$ cat src/rtl/sw_array_ctrl.sv
// Sequencer for a linear systolic array of Smith-Waterman PEs: loads the query,
// streams the reference through the chain and tracks the best last-row score.
module sw_array_ctrl #(
  parameter int N_PE   = 16,
  parameter int WIDTH  = 10,
  parameter int LEN_W  = 16,
  parameter int INIT_E = -(2 ** (WIDTH - 2))
) (
  input  logic             clk,
  input  logic             rst,
  input  logic             start,
  input  logic [LEN_W-1:0] ref_len,
  input  logic             q_valid,
  output logic             q_ready,
  input  logic [1:0]       q_base,
  input  logic             ref_valid,
  output logic             ref_ready,
  input  logic [1:0]       ref_base,
  output logic [1:0]       pe_S,
  output logic             pe_store_S,
  output logic [1:0]       pe_T,
  output logic             pe_init,
  output logic [WIDTH-1:0] pe_init_V,
  output logic [WIDTH-1:0] pe_init_E,
  input  logic [WIDTH-1:0] pe_V_last,
  input  logic             pe_init_last,
  output logic             busy,
  output logic             done,
  output logic             err,
  output logic [WIDTH-1:0] best_score,
  output logic [LEN_W-1:0] best_col
);

  localparam int CNT_W = $clog2(N_PE + 2);
  localparam int IDX_W = $clog2(N_PE);

  typedef enum logic [2:0] {
    S_IDLE   = 3'd0,
    S_LOAD_Q = 3'd1,
    S_PLAY_Q = 3'd2,
    S_RUN    = 3'd3,
    S_DRAIN  = 3'd4,
    S_DONE   = 3'd5
  } state_t;

  state_t             state_r, state_s;
  logic [CNT_W-1:0]   cnt_r, cnt_s;
  logic [LEN_W-1:0]   len_r, len_s;
  logic [LEN_W-1:0]   acc_r, acc_s;
  logic [LEN_W-1:0]   col_r, col_s;
  logic [1:0]         buf_r [N_PE];
  logic               buf_we_s;
  logic [IDX_W-1:0]   play_idx_s;

  logic               q_ready_s, ref_ready_s, pe_store_S_s, pe_init_s;
  logic [1:0]         pe_S_s, pe_T_s;
  logic               busy_s, done_s, err_s;
  logic [WIDTH-1:0]   best_score_s;
  logic [LEN_W-1:0]   best_col_s;

  // Next-state, next-output and score-monitor logic
  always_comb begin
    state_s      = state_r;
    cnt_s        = cnt_r;
    len_s        = len_r;
    acc_s        = acc_r;
    col_s        = col_r;
    err_s        = err;
    best_score_s = best_score;
    best_col_s   = best_col;
    buf_we_s     = 1'b0;
    q_ready_s    = 1'b0;
    ref_ready_s  = 1'b0;
    pe_store_S_s = 1'b0;
    pe_S_s       = 2'd0;
    pe_init_s    = 1'b0;
    pe_T_s       = 2'd0;
    done_s       = 1'b0;
    // buf[N_PE-1] goes out first so that buf[i] ends up in PE i
    play_idx_s   = IDX_W'(N_PE - 1) - cnt_r[IDX_W-1:0];

    case (state_r)
      S_IDLE: begin
        if (start) begin
          state_s      = S_LOAD_Q;
          len_s        = ref_len;
          cnt_s        = {CNT_W{1'b0}};
          acc_s        = {LEN_W{1'b0}};
          col_s        = {LEN_W{1'b0}};
          err_s        = 1'b0;
          best_score_s = {WIDTH{1'b0}};
          best_col_s   = {LEN_W{1'b0}};
          q_ready_s    = 1'b1;
        end else begin
          state_s = S_IDLE;
        end
      end
      S_LOAD_Q: begin
        if (q_valid && q_ready) begin
          buf_we_s = 1'b1;
          if (cnt_r == CNT_W'(N_PE - 1)) begin
            state_s = S_PLAY_Q;
            cnt_s   = {CNT_W{1'b0}};
          end else begin
            cnt_s     = cnt_r + CNT_W'(1);
            q_ready_s = 1'b1;
          end
        end else begin
          q_ready_s = 1'b1;
        end
      end
      S_PLAY_Q: begin
        pe_store_S_s = 1'b1;
        pe_S_s       = buf_r[play_idx_s];
        if (cnt_r == CNT_W'(N_PE - 1)) begin
          cnt_s = {CNT_W{1'b0}};
          if (len_r == {LEN_W{1'b0}}) begin
            state_s = S_DRAIN;
          end else begin
            state_s     = S_RUN;
            ref_ready_s = 1'b1;
          end
        end else begin
          cnt_s = cnt_r + CNT_W'(1);
        end
      end
      S_RUN: begin
        // A PE cannot stall, so a missing base ends the job with err set
        if (ref_valid) begin
          pe_init_s = 1'b1;
          pe_T_s    = ref_base;
          acc_s     = acc_r + LEN_W'(1);
          if (acc_r == len_r - LEN_W'(1)) begin
            state_s = S_DRAIN;
          end else begin
            ref_ready_s = 1'b1;
          end
        end else begin
          err_s   = 1'b1;
          state_s = S_DRAIN;
        end
      end
      S_DRAIN: begin
        if (cnt_r == CNT_W'(N_PE)) begin
          state_s = S_DONE;
          done_s  = 1'b1;
          cnt_s   = {CNT_W{1'b0}};
        end else begin
          cnt_s = cnt_r + CNT_W'(1);
        end
      end
      S_DONE: begin
        state_s = S_IDLE;
      end
      default: begin
        state_s = S_IDLE;
      end
    endcase

    // Strict > keeps the earliest column on ties
    if ((state_r == S_RUN || state_r == S_DRAIN) && pe_init_last) begin
      col_s = col_r + LEN_W'(1);
      if ($signed(pe_V_last) > $signed(best_score)) begin
        best_score_s = pe_V_last;
        best_col_s   = col_r + LEN_W'(1);
      end else begin
        best_score_s = best_score;
      end
    end else begin
      col_s = col_s;
    end

    busy_s = (state_s != S_IDLE);
  end

  // State, counters and all registered outputs
  always_ff @(posedge clk) begin
    if (rst) begin
      state_r    <= S_IDLE;
      cnt_r      <= {CNT_W{1'b0}};
      len_r      <= {LEN_W{1'b0}};
      acc_r      <= {LEN_W{1'b0}};
      col_r      <= {LEN_W{1'b0}};
      q_ready    <= 1'b0;
      ref_ready  <= 1'b0;
      pe_S       <= 2'd0;
      pe_store_S <= 1'b0;
      pe_T       <= 2'd0;
      pe_init    <= 1'b0;
      pe_init_V  <= {WIDTH{1'b0}};
      pe_init_E  <= WIDTH'(INIT_E);
      busy       <= 1'b0;
      done       <= 1'b0;
      err        <= 1'b0;
      best_score <= {WIDTH{1'b0}};
      best_col   <= {LEN_W{1'b0}};
    end else begin
      state_r    <= state_s;
      cnt_r      <= cnt_s;
      len_r      <= len_s;
      acc_r      <= acc_s;
      col_r      <= col_s;
      q_ready    <= q_ready_s;
      ref_ready  <= ref_ready_s;
      pe_S       <= pe_S_s;
      pe_store_S <= pe_store_S_s;
      pe_T       <= pe_T_s;
      pe_init    <= pe_init_s;
      pe_init_V  <= {WIDTH{1'b0}};
      pe_init_E  <= WIDTH'(INIT_E);
      busy       <= busy_s;
      done       <= done_s;
      err        <= err_s;
      best_score <= best_score_s;
      best_col   <= best_col_s;
    end
  end

  // Query buffer
  always_ff @(posedge clk) begin
    if (rst) begin
      for (int i = 0; i < N_PE; i++) begin
        buf_r[i] <= 2'd0;
      end
    end else if (buf_we_s) begin
      buf_r[cnt_r[IDX_W-1:0]] <= q_base;
    end else begin
      buf_r <= buf_r;
    end
  end

endmodule

$ cat config.mk
export PLATFORM = sky130hd
export DESIGN_NAME = sw_array_ctrl
export DESIGN_NICKNAME = d
export VERILOG_FILES = /design/src/rtl/sw_array_ctrl.sv
export SDC_FILE = /design/constraint.sdc
export NUM_CORES = 1
export LEC_CHECK = 0
export ABC_AREA = 1
export ABC_CLOCK_PERIOD_IN_PS = 5200
export BUFFER_PORTS_ARGS = -buffer_cell sky130_fd_sc_hd__buf_2
export CAP_MARGIN = 25
export CORE_MARGIN = 2
export CORE_UTILIZATION = 27
export CTS_CLUSTER_SIZE = 28
export DETAILED_ROUTE_END_ITERATION = 7
export SLEW_MARGIN = 20
export SYNTH_ARGS = -nofsm -noshare
export SYNTH_HDL_FRONTEND = slang
export SYNTH_SLANG_ARGS = --single-unit
$ cat constraint.sdc
create_clock -name clk -period 5.2 [get_ports clk]
set_clock_uncertainty 0.2 [all_clocks]
set_input_delay 0 -clock clk [delete_from_list [all_inputs] [get_ports clk]]
set_output_delay 0 -clock clk [all_outputs]
set_load 0.05 [all_outputs]
# == Word level (Yosys, flattened, before mapping) ==
# Cells that the tools add are included.
# totals
reg_bits,125
word_cells,130
# classes
addsub,5
order_cmp,4
eq_ne,12
mux,50
bitwise,6
reduce_logical,21
# op_table
cell,n
$mux 16,8
$mux 10,4
$add 16x1->16 const B,2
$bwmux 32,1
$pmux 16 s2,1
$mux 3,7
$mux 5,4
$pmux 5 s4,1
$eq 16x16->1,1
$logic_not 16->1,1
$sub 16x1->16 const B,1
$mux 1,15
$pmux 3 s5,1
$reduce_and 3->1,4
$ge 5x5->1 const B,2
$gt 10x10->1,1
$not 4->5,2
$bmux 2 s4,1
$demux 2 s4,1
$ne 2x2->1 const B,4
$eq 3x2->1 const B,2
$mux 2,3
$pmux 1 s2,3
$reduce_bool 2->1,3
17 further kinds,25

# == Depth between registers and ports, before layout ==
# Gate-level depths: netlist of run 1.
# logic_depth
ltp_word,6
depth_mapped,15
depth_no_buf,15

# == Least setup slack after synthesis of run 1 ==
# Ideal clock, no wire load.
# synth_path
kind,reg2reg
from,reg best_score[9]
to,reg best_col[5]
setup_ps,70
arrival_time_ps,2177
path_slack_ps,2753
path_stages_with_launch,13
n_path_buf,1
path_cell_list,dfxtp_1 -> inv_1 -> ha_1 -> nand2_1 -> nor2_1 -> o211ai_1 -> nand3_1 -> xnor2_2 -> nand3_4 -> inv_2 -> buf_6 -> nand2_1 -> a21oi_1
# synth_via
elab_chain_cells,3
# synth_lines
element,line,text
"start, declared",30,"output logic [WIDTH-1:0] best_score,"
"start signal, assigned",195,best_score <= {WIDTH{1'b0}};
"start signal, assigned",214,best_score <= best_score_s;
$gt 10x10->1,163,if ($signed(pe_V_last) > $signed(best_score)) begin
$mux 16,163,
$mux 16,161,if ((state_r == S_RUN || state_r == S_DRAIN) && pe_init_last) begin
"end signal, assigned",196,best_col <= {LEN_W{1'b0}};
"end signal, assigned",215,best_col <= best_col_s;
"end, declared",31,output logic [LEN_W-1:0] best_col
# Every way passes these cells.
# A chain may end at the register's enable or synchronous reset.

# == Worst setup path after layout of run 1 ==
# layout_path
from,reg cnt_r[0]
to,reg cnt_r[2]
# layout_via
elab_chain_cells,4
# layout_lines
element,line,text
"start, declared",47,"logic [CNT_W-1:0] cnt_r, cnt_s;"
"start signal, assigned",180,cnt_r <= {CNT_W{1'b0}};
"start signal, assigned",199,cnt_r <= cnt_s;
$add 5x1->5 or $eq 5x4->1 (tied branches),n/a,
$mux 5,"101, 115",
$mux 5,99,if (q_valid && q_ready) begin
$pmux 5 s4 (*),82,case (state_r)
# Mark *: on every way between the ends. The rest lies on a longest branch, timed or not. The select of a mux whose other input is x is not followed.

==> results.txt, run 1 <==
Top-count cell post-synth = nand2_1
Final setup violating endpoints = 0
WL final = 18,050 um
Worst path depth = 7
Layout cells sized above 1 = 0.1368
Die Wd = 162.3 um
Crit start category = flop
VDD IR max = 0.1680 mV
Clock root cell = clkbuf_16
Setup crit end = cnt_r[2]
Reg clk slew, reported paths = 0.06 ns
Switch Pwr = 699.4 uW
DRC = 0
RSZ-0062 raised after global routing = no
Post-route setup TNS = 0 ns
Setup CP Type = flop to flop
CTS buffer count = 17
Sequential share of the synthesized area = 0.3697
Crit path max fanout = 25
Hpwl dp = 12,930 um
GRT Total Usage = 0.1407
Status = finished, violations left
CTS max path bufs = 2
Clk_lat worst skew = 0.42 ns
Port Buffers = 72
Leak = 3.410 nW
Endpoint class of the critical path = flop
Pwr/cell area = 295.4 nW/um^2
Synth area leaders = dfxtp_1 (37%), nand2_1 (9.4%), nor2_1 (8.3%)
Crit path launch = cnt_r[0]
Failing checks = hold timing
Largest net degree at the start of global routing = 59
First-pass GRT wire length = 29,780 um
Io pins = 93
Ys Warns = 0
Worst path bufs/invs = 2
Reg2Reg Setup Slack = 2.48 ns
GR Overflow Total = 0
Die Ht = 162.3 um
P&R area growth vs syn = 21.48%
Row cnt = 57
Final antenna-violating net count = 0
Period minus WS final = 2.717 ns
FF-to-FF Start = cnt_r[0]
Yosys reg bits = 125
Req. time, crit path = 5.29 ns
Fmax = 368.0 MHz
Net count, final = 1,131
Largest delay share family, worst path = compound AO/OA/AOI/OAI gates
Final Wtd Congestion = 0.8146
Relative slew slack = 0.3718
Initial antenna violation count = 0
CP max stage delay = 0.54 ns
Sw Ratio = 0.2880
Vias in the first global route = 6,128
Area share of the largest cell type after synthesis = 0.3697
Cells along the critical path = inv_1 -> ha_1 -> inv_1 -> nor3_1 -> o22ai_1 -> o21ai_0 -> nor3b_1
Fin crit share = 0.5225
Initial drt markers = 492
Comb pwr share = 0.121
Design area = 8223 um^2
Top post-synthesis cells by count = nand2_1 (169), nor2_1 (149), dfxtp_1 (125)
Synth unique cells = 51
Cells after Synth = 982
CTS tree = done
Pint = 1.729 mW
Hold_ws = -0.001087 ns
Synth Cell Area = 6769 um^2
Area of the multi-input gates = 3561 um^2
FF/Latch Area = 2502 um^2
Post-synth EDFFs = 0
Maxcap violations = 0
Slowest CP cell = dfxtp_1
Final hold violation count = 1
R2R depth = 7
Final Slew Violations = 0
Worst r2r dst = cnt_r[2]
Sinks on Clock Net = 125
Drt wl/cell = 12.77 um
Die Area = 26,350 um^2
Synth Flop Type = dfxtp_1
Area after DPL = 7310 um^2
Async S/R FF share, synth = 0
DR vias = 6,386
Actual slew at the worst max-slew pin = 0.9422 ns
DR vias/cell = 4.519
Reg power frac = 0.410
Synth area leader = dfxtp_1
Clock power frac = 0.469
DRT Pass-1 Iters = 6
H-Tree Depth = 4
Number of diodes = 0
Starting Density = 0.2767
Most Frequent Cell on Critical Path = inv_1
Hold WC Path Type = input pin to flop
Core Region = 24,460 um^2
Syn avg cell area = 6.893 um^2
Critical Path AT = 2.80 ns
FILL cells = 2,622
## cell type report
| type | count | area share |
|---|---|---|
| multi-input cells | 698 | 0.4330 |
| flip-flops and latches | 125 | 0.3043 |
| repair buffers | 108 | 0.08734 |
| inverters | 126 | 0.05752 |
| clock buffers | 17 | 0.05173 |
| well taps | 324 | 0.04930 |
| clock inverters | 15 | 0.01674 |
## power groups by stage
stage | Combinational (mW) | Clock, mW | Sequential, mW
after CTS | 0.295 | 1.17 | 0.996
after global placement | 0.270 | 0 | 1.02
after detailed placement | 0.273 | 0 | 1.02
after floorplan | 0.224 | 0 | 1.01
after global routing | 0.333 | 1.21 | 0.999
final | 0.294 | 1.14 | 0.996
## how the worst min path moves through the flow
stage	from	endpoint	cells after the start
3_5_place_dp	ref_base[1]	pe_T[1]	2
4_1_cts	rst	state_r[2]	2
5_1_grt	rst	state_r[2]	2
6_report	rst	state_r[2]	2
3_3_place_gp	ref_base[1]	pe_T[1]	2
2_1_floorplan	rst	pe_store_S	1
## per-stage QoR
| stage | util | worst slack [ns] | total power, mW | instances |
|---|---|---|---|---|
| 6_report | 0.3361 | 2.483 | 2.429 | 1413 |
| 5_1_grt | 0.3361 | 2.264 | 2.541 | 1413 |
| 4_1_cts | 0.3361 | 2.497 | 2.456 | 1413 |
| 3_5_place_dp | 0.2988 | 2.520 | 1.290 | 1346 |
| 3_3_place_gp | 0.2988 | 2.629 | 1.286 | 1346 |
| 2_1_floorplan | - | 2.753 | 1.235 | 1000 |
## worst register-to-register path, cell delays in order (launching register included)
cell	delay [ns]
dfxtp_1	0.54
inv_1	0.47
ha_1	0.23
inv_1	0.06
nor3_1	0.37
o22ai_1	0.12
o21ai_0	0.48
nor3b_1	0.11
## logic make-up after synthesis
group | count (synthesis) | share of synthesized area
other | 2 | 0.001109
buffers and inverters | 177 | 0.1142
adders and majority gates | 19 | 0.03512
AOI/OAI and AO/OA | 196 | 0.1564
DFF | 125 | 0.3697
and+or+nand+nor | 443 | 0.2965
xor gates and xnor gates | 20 | 0.02699
## registers in the layout, indices dropped and copies added (netlist names), 3 cells and up
| signal | flops |
|---|---|
| buf_r | 32 |
| acc_r | 16 |
| best_col | 16 |
| col_r | 16 |
| len_r | 16 |
| best_score | 10 |
| cnt_r | 5 |
| state_r | 3 |
## metal layers
metal	up-vias	wire length [um]	GRT usage
met5	-	0	0
met4	0	448	0.06034
met3	34	683	0.02521
met2	118	8337	0.2315
met1	2912	8577	0.1814
li1	3322	-	-
## repair_timing
action / 4_1_cts / 5_1_grt
gates resized for setup: 0 / 0
endpoints found under the hold margin: 82 / 0
setup buffers: 0 / 0
hold buffers: 35 / 0
## cells in the final DEF (no fill, tap or decap), types with 2 or more instances in the layout
cell,instances
nand2_1,169
nor2_1,149
dfxtp_1,125
inv_1,120
a21oi_1,87
o21ai_0,84
buf_2,72
nand3_1,57
dlygate4sd3_1,35
conb_1,20
ha_1,19
nor3_1,17
clkbuf_16,17
xor2_1,13
nand4_1,9
or2_2,7
nor2_2,6
nand2_2,6
xnor2_1,6
o22ai_1,5
inv_2,4
a211oi_1,4
clkinv_4,4
inv_6,4
o211ai_1,3
nor2_4,3
nor3b_1,3
o21a_1,3
clkinv_2,3
clkinvlp_4,3
nand2_4,2
nand3_4,2
clkinv_1,2
nand3b_1,2
a41oi_1,2
nor4_1,2
nand3_2,2
Note: power is estimated with default switching activity, not from simulation.
==> run 2: changes to the inputs <==
--- a/config.mk
+++ b/config.mk
@@ -6,7 +6,7 @@
 export NUM_CORES = 1
 export LEC_CHECK = 0
 export ABC_AREA = 1
-export ABC_CLOCK_PERIOD_IN_PS = 5200
+export ABC_CLOCK_PERIOD_IN_PS = 2400
 export BUFFER_PORTS_ARGS = -buffer_cell sky130_fd_sc_hd__buf_2
 export CAP_MARGIN = 25
 export CORE_MARGIN = 2
==> constraint.sdc (replaced) <==
create_clock -name clk -period 2.4 [get_ports clk]
set_clock_uncertainty 0.2 [all_clocks]
set_input_delay 0 -clock clk [delete_from_list [all_inputs] [get_ports clk]]
set_output_delay 0 -clock clk [all_outputs]
set_load 0.05 [all_outputs]
==> results.txt, run 2 (synthesized netlist as in run 1, its figures left out) <==
Reg power frac = 0.375 (-0.035)
Final antenna-violating net count = 0 (unchanged)
DR vias/cell = 4.506 (-0.30%)
Io pins = 93 (unchanged)
Clock power frac = 0.503 (+0.034)
Critical Path AT = 2.35 ns (-0.45 ns)
Fmax = 440.4 MHz (+20%)
Pint = 4.130 mW (+140%)
Switch Pwr = 1.587 mW (+130%)
GRT Total Usage = 0.1401 (-0.0006875)
Most frequent cells in the layout = nand2_1 (167), nor2_1 (148), dfxtp_1 (122)
Reg2Reg Setup Slack = 0.13 ns (-2.35 ns)
CTS buffer count = 17 (unchanged)
Final hold violation count = 0 (-1)
Port Buffers = 72 (unchanged)
H-Tree Depth = 4 (unchanged)
Maxcap violations = 0 (unchanged)
VDD IR max = 0.4707 mV (+180%)
Status = finished, final reports clean
Actual slew at the worst max-slew pin = 0.5870 ns (-0.3553 ns)
WL final = 18,370 um (+1.8%)
Most flops, register = buf_r
FILL cells = 2,606 (-0.61%)
GR Overflow Total = 0 (unchanged)
Sinks on Clock Net = 125 (unchanged)
Crit start category = flop
Initial drt markers = 375 (-24%)
Period minus WS final = 2.271 ns (-0.4465 ns)
CTS max path bufs = 2 (unchanged)
CTS tree = done
Crit path max fanout = 8 (-68%)
DRT Pass-1 Iters = 5 (-1)
Vias in the first global route = 6,084 (-0.72%)
Hpwl dp = 13,120 um (+1.5%)
Leak = 3.608 nW (+5.8%)
First-pass GRT wire length = 29,820 um (+0.14%)
Die Area = 26,350 um^2 (unchanged)
Number of diodes = 0 (unchanged)
Die Ht = 162.3 um (unchanged)
Clock root cell = clkbuf_16
Starting Density = 0.2767 (unchanged)
Hold WC Path Type = input pin to flop
Comb pwr share = 0.122 (about the same)
Endpoint class of the critical path = flop
Reg clk slew, reported paths = 0.06 ns (about the same)
Drt wl/cell = 12.77 um (about the same)
Largest net degree at the start of global routing = 48 (-19%)
DRC = 0 (unchanged)
Row cnt = 57 (unchanged)
Final setup violating endpoints = 0 (unchanged)
Relative slew slack = 0.6057 (+0.2338)
Max reg flops = 32 (unchanged)
Initial antenna violation count = 0 (unchanged)
Clk_lat worst skew = 0.42 ns (about the same)
Sw Ratio = 0.2776 (-0.01039)
Setup CP Type = flop to flop
Die Wd = 162.3 um (unchanged)
Req. time, crit path = 2.48 ns (-2.81 ns)
Area of the multi-input gates = 3572 um^2 (+0.32%)
Pwr/cell area = 664.3 nW/um^2 (+120%)
Layout cells sized above 1 = 0.1578 (+0.02102)
Core Region = 24,460 um^2 (unchanged)
Fin crit share = 0.9461 (+0.4236)
Final Slew Violations = 0 (unchanged)
Net count, final = 1,157 (+2.3%)
P&R area growth vs syn = 27.13%
Post-route setup TNS = 0 ns (unchanged)
DR vias = 6,484 (+1.5%)
Final Wtd Congestion = 0.8008 (-1.7%)
Most common cell after layout, fill and taps aside = nand2_1
FF/Latch Area = 2506 um^2 (+0.15%)
Tot Pwr = 5.717 mW (+140%)
==> run 2: cell types whose count changed in the layout (fill, tap and decap cells not counted), moves of 2 or more <==
cell and delta:
nand2_2 +2, dlygate4sd3_1 +6, bufinv_16 +3, clkinv_4 -3, buf_12 +3, clkinv_2 -3
dfxtp_1 -3, dfxtp_2 +3, o21ai_1 +2, inv_8 +4, buf_4 +15, o21ai_0 -2
nand2_1 -2
==> run 2: worst paths after layout <==
kind                      start           end  cells after the start
setup / recovery  best_score[8]  best_col[10]                     11
setup reg to reg  best_score[8]  best_col[10]                     11
hold / removal          q_valid    state_r[1]                      7
hold reg to reg             err           err                      2
==> run 2: layer usage <==
layer,part of all wire,vias up,GRT usage
met2,0.48,107,0.2424
met5,0,-,0
met1,0.47,2986,0.1798
met3,0.036,13,0.02572
li1,-,3378,-
met4,0.0087,0,0.03580
==> run 2: final cells by class <==
cell class,instances,area share
Clock buffer,17,0.04943
Sequential cell,125,0.2912
Tap cell,324,0.04711
Timing Repair Buffer,134,0.1147
Clock inverter,15,0.02603
Multi-Input combinational cell,698,0.4151
Inverter,126,0.05641
==> run 2: stage by stage <==
stage | hold WS (ns) | instances | area, um^2 | utilization | setup slack [ns]
after floorplan | -0.1161 | 1000 | 6838 | - | 0.04167
after global placement | 0.06980 | 1362 | 7456 | 0.3048 | 0.1592
after detailed placement | 0.07770 | 1362 | 7456 | 0.3048 | 0.07149
after CTS | 0.01312 | 1435 | 8516 | 0.3481 | 0.03468
after global routing | 0.06119 | 1439 | 8606 | 0.3518 | -0.02163
final | 0.02694 | 1439 | 8606 | 0.3518 | 0.1294
==> run 2: timing repair <==
item                       CTS  global route
hold endpoints to repair    99             0
gates resized for setup      0            17
setup endpoints to repair    0            23
hold buffers                41             0
setup buffers                0             3
==> run 2: power groups by stage <==
stage,Sequential [mW],Combinational (mW),Clock [mW]
global route,2.15,0.785,3.02
CTS,2.14,0.700,2.93
global placement,2.19,0.643,0
detailed placement,2.19,0.645,0
floorplan,2.19,0.485,0
finish,2.14,0.699,2.87
==> run 2: worst max-delay path: stages (launching register included) <==
cell and delay (ns):
dfxtp_1 0.36, inv_1 0.06, ha_1 0.28, nand2_1 0.09, nor2_1 0.06, o211ai_1 0.09
nand3_1 0.14, xnor2_2 0.27, nand3_4 0.22, clkbuf_16 0.23, nand3_1 0.06, a21oi_1 0.06
==> run 3: changes to the inputs <==
--- a/config.mk
+++ b/config.mk
@@ -5,7 +5,7 @@
 export SDC_FILE = /design/constraint.sdc
 export NUM_CORES = 1
 export LEC_CHECK = 0
-export ABC_AREA = 1
+export ABC_AREA = 0
 export ABC_CLOCK_PERIOD_IN_PS = 2400
 export BUFFER_PORTS_ARGS = -buffer_cell sky130_fd_sc_hd__buf_2
 export CAP_MARGIN = 25
==> results.txt, run 3 <==
Largest net degree at the start of global routing = 42 (-13%)
DR vias/cell = 4.605 (+2.2%)
Hold path cells = 4 (-3)
H-Tree Depth = 4 (unchanged)
Die Wd = 160.5 um (-1.2%)
Most common cell after layout, fill and taps aside = nor2_1
Final hold violation count = 0 (unchanged)
DR vias = 6,014 (-7.2%)
Status = finished, violations left
CTS tree = done
Final Wtd Congestion = 0.8039 (+0.39%)
Syn avg cell area = 8.430 um^2 (+22%)
Async S/R FF share, synth = 0 (unchanged)
DRT Pass-1 Iters = 4 (-1)
Maxcap violations = 0 (unchanged)
Most frequent cells in the layout = nor2_1 (116), dfxtp_1 (112), buf_4 (88)
P&R area growth vs syn = 40.97%
CTS max path bufs = 2 (unchanged)
Clk_lat worst skew = 0.42 ns (about the same)
Yosys reg bits = 125 (unchanged)
Ys Warns = 0 (unchanged)
Synth area leader = dfxtp_1
Reg2Reg Setup Slack = -0.10 ns (-0.23 ns)
Core Region = 24,180 um^2 (-1.2%)
Fin crit share = 1.043 (+0.09706)
Crit path max fanout = 4 (-4)
Post-synth EDFFs = 0 (unchanged)
Setup ws final = -0.1036 ns (-0.2330 ns)
Critical Path AT = 2.65 ns (+0.30 ns)
Failing checks = setup timing
GRT Total Usage = 0.1356 (-0.004464)
Synth Cell Area = 6609 um^2 (-2.4%)
Synth Flop Type = dfxtp_1
RSZ-0062 raised after global routing = yes
Die Ht = 160.5 um (-1.2%)
Area share of the largest cell type after synthesis = 0.3786 (+0.008959)
Req. time, crit path = 2.54 ns (+0.06 ns)
FF-to-FF Start = len_r[3]
Tot Pwr = 5.102 mW (-11%)
Layout cells sized above 1 = 0.3221 (+0.1643)
First-pass GRT wire length = 28,400 um (-4.8%)
Hold endpoint = len_r[4]
Pwr/cell area = 547.7 nW/um^2 (-18%)
Vias in the first global route = 5,821 (-4.3%)
Crit start category = flop
Sinks on Clock Net = 125 (unchanged)
R2R depth = 9 (-2)
WL final = 17,660 um (-3.9%)
GR Overflow Total = 0 (unchanged)
Die Area = 25,740 um^2 (-2.3%)
Starting Density = 0.2734 (-0.003359)
Port Buffers = 72 (unchanged)
Hold WC Path Type = input pin to flop
Initial antenna violation count = 1 (+1)
Endpoint class of the critical path = flop
Hpwl dp = 11,630 um (-11%)
Actual slew at the worst max-slew pin = 0.5418 ns (-0.04512 ns)
Final setup violating endpoints = 10 (+10)
Synth area leaders = dfxtp_1 (38%), nor2_1 (6.9%), mux2i_1 (6.8%)
Sequential share of the synthesized area = 0.3786 (+0.008959)
Clock root cell = clkbuf_16
Worst r2r dst = ref_ready
Setup CP Type = flop to flop
Final antenna-violating net count = 0 (unchanged)
DRC = 0 (unchanged)
Most flops, register = buf_r
Synth unique cells = 62 (+22%)
Row cnt = 57 (unchanged)
Period minus WS final = 2.504 ns (+0.2329 ns)
Leak = 4.106 nW (+14%)
Initial drt markers = 297 (-21%)
Io pins = 93 (unchanged)
Final Util = 0.3853 (+0.03355)
Top post-synthesis cells by count = dfxtp_1 (125), nor2_1 (121), nand2_1 (70)
Drt wl/cell = 13.52 um (+5.9%)
FILL cells = 2,410 (-7.5%)
CTS buffer count = 17 (unchanged)
Max reg flops = 32 (unchanged)
Reg clk slew, reported paths = 0.06 ns (about the same)
Top-count cell post-synth = dfxtp_1
Fmax = 399.4 MHz (-9.3%)
Relative slew slack = 0.6388 (+0.03309)
VDD IR max = 0.3374 mV (-28%)
Net count, final = 1,025 (-11%)
Worst Hold Launch = ref_len[4]
Cells after Synth = 784 (-20%)
Final Slew Violations = 0 (unchanged)
==> run 3: where the power goes <==
group          leakage [nW]  internal [mW]  switching (mW)  total (mW)
Clock                 0.251           1.32           0.959        2.28
Combinational          2.84          0.301           0.391       0.692
Sequential             1.02           2.10          0.0291        2.13
==> run 3: final cells by class <==
type / instances / area [um^2] / area share
multi-input combinational: 592 / 4167 / 0.4472
clock inverter: 11 / 68.82 / 0.007387
timing repair buffer: 212 / 1614 / 0.1732
sequential: 125 / 2531 / 0.2717
clock buffer: 19 / 442.9 / 0.04754
inverter: 22 / 85.08 / 0.009132
antenna: 1 / 2.502 / 0.0002686
tap: 324 / 405.4 / 0.04351
==> run 3: worst max path at each step <==
stage	start	endpoint
3_5_place_dp	len_r[0]	cnt_r[1]
4_1_cts	len_r[3]	ref_ready
3_3_place_gp	len_r[0]	cnt_r[1]
2_1_floorplan	cnt_r[1]	cnt_r[2]
5_1_grt	len_r[3]	ref_ready
6_report	len_r[3]	ref_ready
==> run 3: what timing repair did <==
action	in CTS	in global routing
setup endpoints to repair	10	52
setup buffers	7	12
resized for setup	39	73
pin swaps	25	32
hold buffers	38	0
endpoints found under the hold margin	79	0
cloned	0	1
==> run 3: per-stage QoR <==
stage               area (um^2)  setup WS (ns)  std cells  hold WS [ns]  setup TNS, ns
finish                     9316        -0.1036       1306        0.1523        -0.2966
global route               9316        -0.1945       1306        0.1640         -3.750
CTS                        8894       -0.08004       1293       0.04870        -0.3218
detailed placement         7809        -0.2191       1219      0.004846         -1.500
global placement           7809        -0.1759       1219      0.006909         -1.271
floorplan                  6789       -0.04228        802       -0.1128       -0.05020
==> run 3: cells by family after synthesis <==
kind of cell             after synthesis  synth area share
buffers and inverters                 85           0.06778
adder cells (fa/ha/maj)               19           0.03597
other                                  2          0.001136
flip-flops                           125            0.3786
AND/OR/NAND/NOR                      338            0.2465
multiplexers                          59            0.1090
XOR/XNOR                              49           0.06494
AO/OA/AOI/OAI                        107           0.09599
==> run 3: worst max-delay path, cell delays in order (launching register included) <==
cell	delay, ns
dfxtp_4	0.36
nor4_4	0.31
nand2_1	0.13
buf_6	0.14
nand2_2	0.05
o311ai_1	0.10
a222oi_1	0.56
a2111oi_4	0.13
or2_1	0.29
a211oi_2	0.17
==> run 3: metal layers <==
| layer | wire length, um | part of all wire | vias up | GRT usage |
|---|---|---|---|---|
| li1 | - | - | 3026 | - |
| met1 | 8341 | 0.47 | 2866 | 0.1736 |
| met2 | 8434 | 0.48 | 101 | 0.2210 |
| met3 | 606 | 0.034 | 21 | 0.03409 |
| met4 | 276 | 0.016 | 0 | 0.04996 |
| met5 | 0 | 0 | - | 0 |
